$ cat src/rtl/status_command_decoder_pkg.sv
// status_cmd_pkg: shared widths, field offsets, opcodes, response bytes and FSM encoding for the command decoder.
package status_cmd_pkg;
  localparam int WORD_SIZE = 32;
  localparam int INPUT_DATA_SIZE = 52;
  localparam int SIZE_WORD = 3;
  localparam int NUM_REGS = 8;
  localparam int REG_ADDR_W = 3;
  localparam int OP_LSB = 48;
  localparam int ADDR_LSB = 32;
  localparam int CSUM_LSB = 44;
  localparam int DATA_LSB = 0;
  localparam logic [7:0] ACK_BYTE = 8'h06;
  localparam logic [7:0] NAK_BYTE = 8'h15;
  localparam logic [3:0] OP_WRITE = 4'h1;
  localparam logic [3:0] OP_READ = 4'h2;
  localparam logic [3:0] OP_STATUS = 4'h3;
  typedef enum logic [2:0] {S_IDLE, S_EXEC, S_SEND, S_WAIT_HI, S_WAIT_LO} state_t;
  // XOR of every nibble except the checksum nibble itself
  function automatic logic [3:0] nib_xor(input logic [INPUT_DATA_SIZE-1:0] cv);
    nib_xor = '0;
    for (int i = 0; i < INPUT_DATA_SIZE / 4; i++)
      if (i != CSUM_LSB / 4) nib_xor ^= cv[i*4+:4];
  endfunction
endpackage

$ cat src/rtl/status_command_decoder_if.sv
// status_command_decoder_if: command-in / response-out handshake between the UART sender and the decoder.
interface status_command_decoder_if;
  import status_cmd_pkg::*;
  logic [INPUT_DATA_SIZE-1:0] control_value;
  logic valid_control_value;
  logic busy;
  logic [WORD_SIZE-1:0] data_to_send;
  logic [SIZE_WORD-1:0] size_of_data;
  logic valid_data;
  modport master (output control_value, valid_control_value, busy, input data_to_send, size_of_data, valid_data);
  modport slave (input control_value, valid_control_value, busy, output data_to_send, size_of_data, valid_data);
endinterface

$ cat src/rtl/status_command_decoder_regfile.sv
// status_cmd_regfile: NUM_REGS x WORD_SIZE register file with one write port, one-hot strobe and flat output.
module status_cmd_regfile import status_cmd_pkg::*; (
  input  logic clk,
  input  logic rst_n,
  input  logic we,
  input  logic [REG_ADDR_W-1:0] addr,
  input  logic [WORD_SIZE-1:0] wdata,
  output logic [WORD_SIZE-1:0] rdata,
  output logic [NUM_REGS-1:0] strobe,
  output logic [NUM_REGS*WORD_SIZE-1:0] flat
);
  logic [WORD_SIZE-1:0] regs [NUM_REGS];
  always_ff @(posedge clk or negedge rst_n)
    if (!rst_n) for (int i = 0; i < NUM_REGS; i++) regs[i] <= '0;
    else if (we) regs[addr] <= wdata;
  assign rdata = regs[addr];
  assign strobe = {{(NUM_REGS-1){1'b0}}, we} << addr;
  genvar i;
  for (i = 0; i < NUM_REGS; i++) begin : g_flat
    assign flat[i*WORD_SIZE+:WORD_SIZE] = regs[i];
  end
endmodule

$ cat src/rtl/status_command_decoder.sv
// status_command_decoder: executes WRITE/READ/STATUS commands from the UART sender and returns ACK/NAK/data responses.
// Define STATUS_CMD_CHECKSUM_EN to require cv[47:44] to be the XOR of the other nibbles.
module status_command_decoder import status_cmd_pkg::*; (
  input  logic clk,
  input  logic rst_n,
  status_command_decoder_if.slave bus,
  input  logic [15:0] status_in,
  output logic [NUM_REGS*WORD_SIZE-1:0] reg_file_out,
  output logic [NUM_REGS-1:0] reg_write_strobe,
  output logic cmd_busy
);
  state_t state, state_n;
  logic [INPUT_DATA_SIZE-1:0] pend_cmd, cmd;
  logic pend_vld, take, drop, addr_ok, sum_ok, nak, wr;
  logic [1:0] tmo;
  logic [7:0] ovf_cnt, nak_cnt;
  logic [3:0] op;
  logic [WORD_SIZE-1:0] rdata;
  assign op = cmd[OP_LSB+:4];
  assign take = state == S_IDLE && pend_vld;
  // a pulse landing while IDLE drains the buffer is kept, not counted as overflow
  assign drop = bus.valid_control_value && pend_vld && !take;
`ifdef STATUS_CMD_CHECKSUM_EN
  assign sum_ok = cmd[CSUM_LSB+:4] == nib_xor(cmd);
`else
  logic unused_sum;
  assign unused_sum = ^cmd[CSUM_LSB+:4];
  assign sum_ok = 1'b1;
`endif
  assign addr_ok = cmd[ADDR_LSB+REG_ADDR_W+:12-REG_ADDR_W] == '0;
  assign nak = !sum_ok || !(op == OP_STATUS || ((op == OP_WRITE || op == OP_READ) && addr_ok));
  assign wr = state == S_EXEC && op == OP_WRITE && !nak;
  assign bus.valid_data = state == S_SEND;
  assign cmd_busy = state != S_IDLE || pend_vld;
  status_cmd_regfile u_regfile (
    .clk(clk), .rst_n(rst_n), .we(wr), .addr(cmd[ADDR_LSB+:REG_ADDR_W]), .wdata(cmd[DATA_LSB+:WORD_SIZE]),
    .rdata(rdata), .strobe(reg_write_strobe), .flat(reg_file_out)
  );
  always_comb begin
    state_n = state;
    case (state)
      S_IDLE:    state_n = pend_vld ? S_EXEC : S_IDLE;
      S_EXEC:    state_n = S_SEND;
      S_SEND:    state_n = S_WAIT_HI;
      S_WAIT_HI: state_n = bus.busy ? S_WAIT_LO : (tmo == 2'd3 ? S_IDLE : S_WAIT_HI);
      S_WAIT_LO: state_n = bus.busy ? S_WAIT_LO : S_IDLE;
      default:   state_n = S_IDLE;
    endcase
  end
  always_ff @(posedge clk or negedge rst_n)
    if (!rst_n) begin
      state <= S_IDLE;
      tmo <= '0;
      pend_vld <= 1'b0;
      pend_cmd <= '0;
      cmd <= '0;
      ovf_cnt <= '0;
      nak_cnt <= '0;
      bus.data_to_send <= '0;
      bus.size_of_data <= '0;
    end else begin
      state <= state_n;
      tmo <= state == S_WAIT_HI ? tmo + 2'd1 : 2'd0;
      pend_vld <= (bus.valid_control_value && !drop) ? 1'b1 : take ? 1'b0 : pend_vld;
      if (bus.valid_control_value && !drop) pend_cmd <= bus.control_value;
      if (take) cmd <= pend_cmd;
      ovf_cnt <= ovf_cnt + {7'd0, drop && ovf_cnt != 8'hFF};
      if (state == S_EXEC) begin
        nak_cnt <= nak_cnt + {7'd0, nak && nak_cnt != 8'hFF};
        bus.data_to_send <= nak ? WORD_SIZE'(NAK_BYTE) : op == OP_WRITE ? WORD_SIZE'(ACK_BYTE) :
                            op == OP_READ ? rdata : {ovf_cnt, nak_cnt, status_in};
        bus.size_of_data <= (nak || op == OP_WRITE) ? SIZE_WORD'(1) : SIZE_WORD'(4);
      end
    end
endmodule
$ cat src/flat_wrapper.sv
// flat-port wrapper written by rule: the top's interface ports become plain ports
module status_command_decoder_flat import status_cmd_pkg::*;
  (clk, rst_n, status_in, reg_file_out, reg_write_strobe, cmd_busy, bus_control_value, bus_valid_control_value, bus_busy, bus_data_to_send, bus_size_of_data, bus_valid_data);
  status_command_decoder_if bus_i ();
  input  logic clk;
  input  logic rst_n;
  input  logic [15:0] status_in;
  output logic [NUM_REGS*WORD_SIZE-1:0] reg_file_out;
  output logic [NUM_REGS-1:0] reg_write_strobe;
  output logic cmd_busy;
  input wire logic [$bits(bus_i.control_value)-1:0] bus_control_value;
  input wire logic [$bits(bus_i.valid_control_value)-1:0] bus_valid_control_value;
  input wire logic [$bits(bus_i.busy)-1:0] bus_busy;
  output wire logic [$bits(bus_i.data_to_send)-1:0] bus_data_to_send;
  output wire logic [$bits(bus_i.size_of_data)-1:0] bus_size_of_data;
  output wire logic [$bits(bus_i.valid_data)-1:0] bus_valid_data;
  assign bus_i.control_value = bus_control_value;
  assign bus_i.valid_control_value = bus_valid_control_value;
  assign bus_i.busy = bus_busy;
  assign bus_data_to_send = bus_i.data_to_send;
  assign bus_size_of_data = bus_i.size_of_data;
  assign bus_valid_data = bus_i.valid_data;
  status_command_decoder u_core (.clk(clk), .rst_n(rst_n), .bus(bus_i), .status_in(status_in), .reg_file_out(reg_file_out), .reg_write_strobe(reg_write_strobe), .cmd_busy(cmd_busy));
endmodule
$ cat config.mk
export PLATFORM = sky130hd
export DESIGN_NAME = status_command_decoder_flat
export DESIGN_NICKNAME = d
export VERILOG_FILES = /design/src/rtl/status_command_decoder_pkg.sv /design/src/rtl/status_command_decoder_if.sv /design/src/rtl/status_command_decoder_regfile.sv /design/src/rtl/status_command_decoder.sv /design/src/flat_wrapper.sv
export SDC_FILE = /design/constraint.sdc
export NUM_CORES = 1
export LEC_CHECK = 0
export ABC_CLOCK_PERIOD_IN_PS = 3400
export BUFFER_PORTS_ARGS = -buffer_cell sky130_fd_sc_hd__buf_2
export CAP_MARGIN = 30
export CORE_MARGIN = 2
export CORE_UTILIZATION = 50
export DETAILED_ROUTE_END_ITERATION = 7
export PLACE_DENSITY = 0.71
export SYNTH_ARGS = -nofsm -noshare
export SYNTH_HDL_FRONTEND = slang
export SYNTH_SLANG_ARGS = --single-unit
$ cat constraint.sdc
create_clock -name clk -period 3.4 [get_ports clk]
set_clock_uncertainty 0.05 [all_clocks]
set_input_delay 0.17 -clock clk [delete_from_list [all_inputs] [get_ports clk]]
set_output_delay 0.17 -clock clk [all_outputs]
set_load 0.01 [all_outputs]
==> results.toml <==
[synthesis]
synth_edf_count = 0
syn_area_sq_um = 18100
synth_largest_area_cell = "dfrtp_1"
yosysSeqAreaShare_pct = 56.3
synthTopCellsByArea = "dfrtp_1 56%, mux2_2 20%, mux2_4 3.3%"
syn_area_per_cell_sq_um = 14.4
ys.flop_type = "dfrtp_1"
ys_types = 59
synth_top_area_share_pct = 56.3
netlist_instances = 1263
synthesis.nets = 1340
synth-async-reset-ratio_pct = 100
yosysWarnings = 0
yosys-top-cells-count = "408 x dfrtp_1, 319 x mux2_2, 63 x nand2_1"
ys_ff_latch = 408
yosysMostFrequentCell = "dfrtp_1"

[layout]
seqCellArea_sq_um = 10200
antenna_cells = 0
final_area_sq_um = 22600
synthToLayoutAreaGrowth_pct = 24.5
fin_nets = 1781
multi_input_area_sq_um = 7410
fin_cells = 2198
drive_above_1_share_pct = 51.2
fillCellCount = 2778

[global_routing]
grt_pass1_wl_microns = 85500
grt_pass1_vias = 13467
overflow = 0
antenna_found_initial = 1
grt_max_degree = 98
track_usage_pct = 29.9

[sta]
maxSlewViolCount = 0
fin_crit_ns = 3.19
period_share_pct = 93.7
hold_violations = 0
fmax_ghz = 0.314
fin_tns_setup_ns = 0
fin_hold_ws_ns = 0.0280
worst_pin_slew_ns = 0.960
setup_ws_ns = 0.215
finalSetupViolCount = 0
rsz0062_at_grt = "false"
max_slew_margin_pct = 36.0

[clock_tree]
cts_inserted_buffers = 44
cts.sinks = 408
path_clk_slew_ns = 0.06
clockRootBuffer = "clkbuf_16"
cts_buffer_depth = 3
cts_max_level = 2
tritoncts = "yes"
worstSkewPairLatency_ns = 0.54
post-cts-setup-buffer-count = 0

[route]
drt_iter0_markers = 910
wl_microns = 57100
via_per_inst = 5.91
wl_per_cell_microns = 26.0
drtAntennaViolNets = 0
drc = 0
dr_total_vias = 12997
firstDrtPassIters = 5

[placed_design]
gp_congestion = 0.839
placed_area_sq_um = 20500
dp_hpwl_microns = 37500
port_buffers = 367
placed_cells = 2053
pre_cts_ws_ns = 0.583

[power_and_ir_drop]
total_leakage_power_nw = 11.5
ir_drop_mv = 0.522
power_density_nw_per_um2 = 678

[floorplan]
coreArea_sq_um = 35700
start_util_pct = 50.9
row_count = 69
die_x_microns = 194
die_h_microns = 194
dieArea_sq_um = 37800
io_pins = 373

[worst_setup_path]
cp-end-kind = "output pin"
cp-start-kind = "register"
reg2reg_from = "u_core.cmd[33]"
critPathRequiredTime_ns = 3.18
rr_worst_depth = 5
worstPathMaxFanout = 31
r2r_end = "u_core.u_regfile.flat[39]"
reg2reg_slack_ns = 0.58
cp.arrival_ns = 2.97
path_class = "reg -> out"

[hold_path]
min_to = "u_core.bus.data_to_send[1]"
hold_path.class = "in -> reg"
min_path_cells = 4
hold_start = "status_in[1]"

[flow_run]
drv_cap = 0

[outcome]
status = "finished clean"
-- layout make-up --
type / instances / area share (%)
multi-input combinational: 764 / 32.8
inverter: 5 / 0.0831
clock buffer: 65 / 5.80
sequential: 408 / 45.2
timing repair buffer: 481 / 13.0
tap: 461 / 2.55
clock inverter: 14 / 0.581
-- metrics by stage --
stage / power, W / util [%]
2_1_floorplan: 0.00890 / -
3_3_place_gp: 0.0104 / 57.5
3_5_place_dp: 0.0105 / 57.5
4_1_cts: 0.0154 / 63.4
5_1_grt: 0.0160 / 63.4
6_report: 0.0153 / 63.4
-- critical path, stage by stage, from the launching register on --
cell	delay, ns
dfrtp_4	0.68
inv_1	0.51
nand2_1	0.32
nor4b_4	0.30
buf_4	0.40
buf_2	0.20
-- layer usage --
layer  GRT usage, %  vias up  share of wire (%)
li1               -     5546                  -
met1           40.2     6819                 42
met3           6.89      119                7.4
met2           48.0      513                 47
met4           10.5        0                3.5
met5              0        -                  0
-- sequential cells by signal (all words and copies together), names as in the netlist --
| register | cells |
|---|---|
| u_core.pend_cmd | 48 |
| u_core.pend_vld | 1 |
| u_core.nak_cnt | 8 |
| u_core.bus.size_of_data | 2 |
| u_core.state | 3 |
| u_core.bus.data_to_send | 32 |
| u_core.u_regfile.flat | 256 |
| u_core.cmd | 48 |
| u_core.tmo | 2 |
| u_core.ovf_cnt | 8 |
-- how the worst max path moves through the flow --
stage                                from                        end
final                      u_core.cmd[33]        reg_write_strobe[0]
after global routing       u_core.cmd[33]        reg_write_strobe[0]
after CTS                  u_core.cmd[33]        reg_write_strobe[0]
after detailed placement   u_core.cmd[33]  u_core.u_regfile.flat[39]
after global placement     u_core.cmd[33]  u_core.u_regfile.flat[38]
after floorplan           u_core.state[2]  u_core.u_regfile.flat[22]
-- layout by cell type (no fill, tap or decap), types with 20 or more instances in the layout --
cell,netlist,final
nor2_1,47,47
buf_2,9,366
mux4_2,20,20
nand2_1,63,62
mux2_4,40,40
mux2_2,319,319
dfrtp_1,408,405
buf_4,2,43
clkbuf_16,0,45
mux2i_1,29,29
dlygate4sd3_1,0,66
-- kinds of logic after synthesis --
group                    count (synthesis)  synth area share, %
multiplexers                           417                 27.7
buffers and inverters                   91                 3.02
adder cells (fa/ha/maj)                  5                0.345
AO/OA/AOI/OAI                          144                 6.10
XOR/XNOR                                12                0.579
flip-flops                             408                 56.3
AND/OR/NAND/NOR                        185                 5.92
other                                    1               0.0207
-- report_power, final --
part / switching [W] / internal, W
logic: 0.00209 / 0.00165
registers: 0.00115 / 0.00567
clock network: 0.00194 / 0.00282
-- what timing repair did --
item                                   4_1_cts  5_1_grt
gates resized for setup                      0        0
endpoints found under the hold margin      133        0
hold buffers                                66        0
Note: power is estimated with default switching activity, not from simulation.
